[src/rtl/skid_buffer_if.sv]
// Ready/valid handshake bundle for skid_buffer: producer-side input and consumer-side output.
// The master modport is the environment around the buffer; the slave modport is the buffer itself.
interface skid_buffer_if #(
   parameter int DATA_WIDTH = 32
);
   logic                  in_valid;
   logic                  in_ready;
   logic [DATA_WIDTH-1:0] in_data;
   logic                  out_valid;
   logic                  out_ready;
   logic [DATA_WIDTH-1:0] out_data;

   modport master (
      output in_valid,
      output in_data,
      input  in_ready,
      input  out_valid,
      input  out_data,
      output out_ready
   );

   modport slave (
      input  in_valid,
      input  in_data,
      output in_ready,
      output out_valid,
      output out_data,
      input  out_ready
   );
endinterface

[src/rtl/skid_buffer.sv]
// Two-entry ready/valid stage with registered in_ready/out_valid/out_data.
// Breaks the combinational ready path while sustaining one transfer per cycle.
module skid_buffer #(
   parameter int DATA_WIDTH = 32
) (
   input  logic        clk,
   input  logic        rst_n,
   input  logic        flush,
   skid_buffer_if.slave bus,
   output logic [1:0]  occupancy
);

   typedef enum logic [1:0] {
      EMPTY = 2'd0,
      BUSY  = 2'd1,
      FULL  = 2'd2
   } state_t;

   state_t                state_p0;
   state_t                state_nxt;
   logic [DATA_WIDTH-1:0] main_p0;
   logic [DATA_WIDTH-1:0] skid_p0;
   logic                  in_fire;
   logic                  out_fire;
   logic                  ld_main_in;
   logic                  ld_main_skid;
   logic                  ld_skid;

   // Every output is decoded from registered state only.
   assign bus.in_ready  = (state_p0 != FULL);
   assign bus.out_valid = (state_p0 != EMPTY);
   assign bus.out_data  = main_p0;

   always_comb begin
      occupancy = 2'd0;
      case (state_p0)
         BUSY:    occupancy = 2'd1;
         FULL:    occupancy = 2'd2;
         default: occupancy = 2'd0;
      endcase
   end

   assign in_fire  = bus.in_valid & bus.in_ready;
   assign out_fire = bus.out_valid & bus.out_ready;

   always_comb begin
      state_nxt    = state_p0;
      ld_main_in   = 1'b0;
      ld_main_skid = 1'b0;
      ld_skid      = 1'b0;
      case (state_p0)
         EMPTY: begin
            if (in_fire) begin
               state_nxt  = BUSY;
               ld_main_in = 1'b1;
            end
         end
         BUSY: begin
            if (in_fire && !out_fire) begin
               state_nxt = FULL;
               ld_skid   = 1'b1;
            end else if (!in_fire && out_fire) begin
               state_nxt = EMPTY;
            end else if (in_fire && out_fire) begin
               ld_main_in = 1'b1;
            end
         end
         FULL: begin
            if (out_fire) begin
               state_nxt    = BUSY;
               ld_main_skid = 1'b1;
            end
         end
         default: state_nxt = EMPTY;
      endcase
      // Flush lets any handshake complete but throws the payload away.
      if (flush) begin
         state_nxt    = EMPTY;
         ld_main_in   = 1'b0;
         ld_main_skid = 1'b0;
         ld_skid      = 1'b0;
      end
   end

   // Stage p0: state and storage registers
   always_ff @(posedge clk or negedge rst_n) begin
      if (!rst_n) begin
         state_p0 <= EMPTY;
         main_p0  <= '0;
         skid_p0  <= '0;
      end else begin
         state_p0 <= state_nxt;
         if (ld_main_in) begin
            main_p0 <= bus.in_data;
         end else if (ld_main_skid) begin
            main_p0 <= skid_p0;
         end
         if (ld_skid) begin
            skid_p0 <= bus.in_data;
         end
      end
   end

endmodule
[src/flat_wrapper.sv]
// flat-port wrapper written by rule: the top's interface ports become plain ports
module skid_buffer_flat 
#(
   parameter int DATA_WIDTH = 32
)
  (clk, rst_n, flush, occupancy, bus_in_valid, bus_in_data, bus_in_ready, bus_out_valid, bus_out_data, bus_out_ready);
  skid_buffer_if #(.DATA_WIDTH(DATA_WIDTH)) bus_i ();
  input  logic clk;
  input  logic rst_n;
  input  logic flush;
  output logic [1:0] occupancy;
  input wire logic [$bits(bus_i.in_valid)-1:0] bus_in_valid;
  input wire logic [$bits(bus_i.in_data)-1:0] bus_in_data;
  output wire logic [$bits(bus_i.in_ready)-1:0] bus_in_ready;
  output wire logic [$bits(bus_i.out_valid)-1:0] bus_out_valid;
  output wire logic [$bits(bus_i.out_data)-1:0] bus_out_data;
  input wire logic [$bits(bus_i.out_ready)-1:0] bus_out_ready;
  assign bus_i.in_valid = bus_in_valid;
  assign bus_i.in_data = bus_in_data;
  assign bus_in_ready = bus_i.in_ready;
  assign bus_out_valid = bus_i.out_valid;
  assign bus_out_data = bus_i.out_data;
  assign bus_i.out_ready = bus_out_ready;
  skid_buffer #(.DATA_WIDTH(DATA_WIDTH)) u_core (.clk(clk), .rst_n(rst_n), .flush(flush), .bus(bus_i), .occupancy(occupancy));
endmodule
[config.mk]
export PLATFORM = sky130hd
export DESIGN_NAME = skid_buffer_flat
export DESIGN_NICKNAME = d
export VERILOG_FILES = /design/src/rtl/skid_buffer_if.sv /design/src/rtl/skid_buffer.sv /design/src/flat_wrapper.sv
export SDC_FILE = /design/constraint.sdc
export NUM_CORES = 1
export LEC_CHECK = 0
export ABC_CLOCK_PERIOD_IN_PS = 2280
export CORE_MARGIN = 8
export CORE_UTILIZATION = 40
export CTS_CLUSTER_DIAMETER = 40
export DETAILED_ROUTE_END_ITERATION = 16
export PLACE_DENSITY = 0.66
export SLEW_MARGIN = 20
export SYNTH_ARGS = -nofsm -noshare
export SYNTH_HDL_FRONTEND = slang
export SYNTH_SLANG_ARGS = --single-unit
[constraint.sdc]
create_clock -name clk -period 2.28 [get_ports clk]
set_input_delay 0.456 -clock clk [delete_from_list [all_inputs] [get_ports clk]]
set_output_delay 0.456 -clock clk [all_outputs]
set_load 0.02 [all_outputs]
==> summary.txt <==
Outcome
  – Outcome: finished clean

STA
  – Maximum achievable frequency: 0.463 GHz
  – Slew @ Worst Pin: between 0.7 and 0.8 ns
  – RSZ-0062 raised after global routing: false
  – Max Slew Vio Count: 0
  – Post-layout min period: ~2.2 ns
  – Final Hold Fails: 0
  – Hold Slack: 0.175 ns
  – Clock skew: 0.00775 ns
  – Final setup viols: 0
  – Relative slew slack: ~52%
  – Crit share post-route: 94.7%

Logic synthesis
  – Syn. warnings: 0
  – Post-Synth XOR/XNOR Area: 0%
  – Sequential share of the synthesized area: approximately half
  – Top_reg_cell synth: dfrtp_1
  – Netlist Area Pre-Place: between 3000 and 4000 sq um
  – Synth Register Bits: 66
  – Largest family of logic cells by synthesized area: multiplexers
  – Synth Area per Inst: 16.6 sq um
  – Fraction of registers with async set/reset: between 90% and 100%
  – Synthesized Nets: approximately 230
  – Post-synth EDFFs: 0
  – Synth Area in Adders: less than 1%
  – Synth Area in Compound Gates: less than 1%
  – Post-synth top area share: slightly above 50%
  – Synth area leaders: dfrtp_1 51%, mux2_4 28%, mux2_1 6.3%, mux2_2 6.3%, buf_8 1.4%
  – Area leader, netlist: dfrtp_1
  – Post-synthesis simple-gate area fraction: 2.61%
  – Gate Count Post-Synth: approximately 190
  – Mux share of post-synthesis cell area: 40.6%
  – Synth cell types: 21

Placement
  – Placer Congestion: between 0.7 and 0.8
  – Placed cell count: 366
  – Number of buffers added on ports: between 70 and 80
  – DP Wirelength: around 4.4 mm

Die
  – # rows: 32
  – Core box area: around 8000 sq um
  – Die width: 106 microns
  – Initial Util: 41.4%
  – Die area: roughly 11000 sq um
  – Die Ht: roughly 110 microns
  – Io pins: 73

GRT
  – Global-route wire length before repair: roughly 11 mm
  – Tot GR Track Use: around 12%
  – Vias in the first global route: roughly 2100
  – Largest net degree at the start of global routing: 37
  – GR Overflow Total: 0
  – Initial antenna violation count: 0

Drt
  – Met1 WL: about 2.5 mm
  – Iter 0 DRT Violations: 21
  – Routed length on met3: ~360 microns
  – Vias per Instance: between 4 and 5
  – DRT Pass-1 Iters: 4
  – Final ANT Viol Nets: 0
  – DRC Markers: 0
  – Max layer used: met4
  – Detailed-route via count: 1832
  – DRT Wirelength: about 6.3 mm
  – Met2 WL: roughly 3.3 mm
  – Wire length per cell: around 17 microns

Setup path
  – CP required: 1.82 ns
  – Crit path DAT: between 1.5 and 2 ns
  – Peak fanout along the critical path: 7
  – R2R Path Start: u_core.state_p0[0]
  – Worst setup path class: reg -> out
  – FF-to-FF path depth: 7
  – RR Endpoint: u_core.skid_p0[24]
  – Crit. End Element: output pin
  – Crit start category: flip-flop
  – Reg2reg setup slack: roughly 0.21 ns

Clock tree
  – TritonCTS clock tree: done
  – TritonCTS Buffers: 9
  – Worst-case clock buffer depth: 2
  – H-tree lvl count: 3
  – Hold buffer count at cts: 0
  – # resized after CTS: 0
  – Skew-Pair Late Insertion Delay: between 0.3 and 0.4 ns
  – Postcts setup bufs: 0
  – Root buffer cell: clkbuf_8
  – Total clock sinks: 66
  – Clock transition at path regs: roughly 0.070 ns

Final layout
  – Fin nets: about 310
  – Final std cells w/o fill: between 300 and 400
  – Layout cells sized above 1: between 30% and 40%
  – Fill count: approximately 660
  – Commonest non-fill, non-tap cell in the layout: clkdlybuf4s50_1
  – P&R area growth vs syn: 35.2%
  – Most frequent cells in the layout: 71 x clkdlybuf4s50_1, 66 x dfrtp_1, 60 x mux2_4
  – # diodes: 0

Flow run
  – Max-cap violations: 0

Power and ir drop
  – Max rail drop VDD: roughly 600 uV
  – Pwr dens: 969 nW/um^2
  – Leakage: a little under 2 nW

Hold path
  – Worst min path class: in -> async
## synth_stat cells, types with 2 or more instances
library cell and n:
dfrtp_1 66, and2_1 2, inv_1 2, nand2_1 2, buf_4 4, buf_8 3
buf_6 3, mux2_4 60, mux2_2 18, mux2_1 18, a21oi_1 2, nand2b_1 4
ha_1 2
## power breakdown
part / total [W] / internal, W / switching (W)
logic: 0.00122 / 0.000788 / 0.000433
clock network: 0.00130 / 0.000866 / 0.000439
registers: 0.00169 / 0.00150 / 0.000181
## per-stage QoR
stage / power (W) / utilization [%] / instance area (sq um) / setup slack [ns] / TNS (ns)
global route: 0.00442 / 55.9 / 4350 / 0.00136 / 0
CTS: 0.00428 / 55.9 / 4350 / 0.0829 / 0
floorplan: 0.00244 / - / 3210 / 0.248 / 0
detailed placement: 0.00295 / 52.5 / 4080 / -0.0695 / -2.25
global placement: 0.00291 / 52.5 / 4080 / -0.0559 / -1.35
finish: 0.00421 / 55.9 / 4350 / 0.122 / 0
## registers in the layout, indices dropped and copies added, names as in the netlist
name,flops
u_core.bus.out_data,32
u_core.state_p0,2
u_core.skid_p0,32
## routing by layer
layer,up-vias,track usage [%]
met5,-,0
met2,44,20.6
met4,0,4.82
li1,850,-
met1,932,13.0
met3,6,4.75
## worst max-delay path: stages (launching register included)
cell             delay [ns]
dfrtp_1                0.46
nand2b_1               0.20
inv_1                  0.10
clkdlybuf4s50_1        0.61
## cell families (layout without fill, tap and decap cells)
group / after synthesis / after routing
AO/OA/AOI/OAI: 4 / 4
multiplexers: 96 / 96
flip-flops: 66 / 66
AND/OR/NAND/NOR: 13 / 13
buffers and inverters: 13 / 99
adder cells (fa/ha/maj): 2 / 2
## worst max-delay path by stage
stage / start / endpoint / slack (ns) / cells past startpoint
after global routing: u_core.state_p0[0] / occupancy[1] / 0.001 / 3
final: u_core.state_p0[0] / occupancy[1] / 0.12 / 3
after global placement: bus_out_ready / u_core.bus.out_data[17] / -0.06 / 5
after floorplan: u_core.state_p0[1] / u_core.skid_p0[9] / 0.25 / 8
after CTS: u_core.state_p0[0] / occupancy[1] / 0.08 / 3
after detailed placement: bus_out_ready / u_core.bus.out_data[17] / -0.07 / 5
## layout make-up
cell class	instances	area, sq um	share of cell area, %
sequential	66	1650	38.0
multi-input combinational	115	1460	33.6
timing repair buffer	81	833	19.2
clock buffer	11	141	3.25
tap	102	128	2.94
clock inverter	5	125	2.88
inverter	2	7.51	0.173
Power figures use the tool's default switching activity.
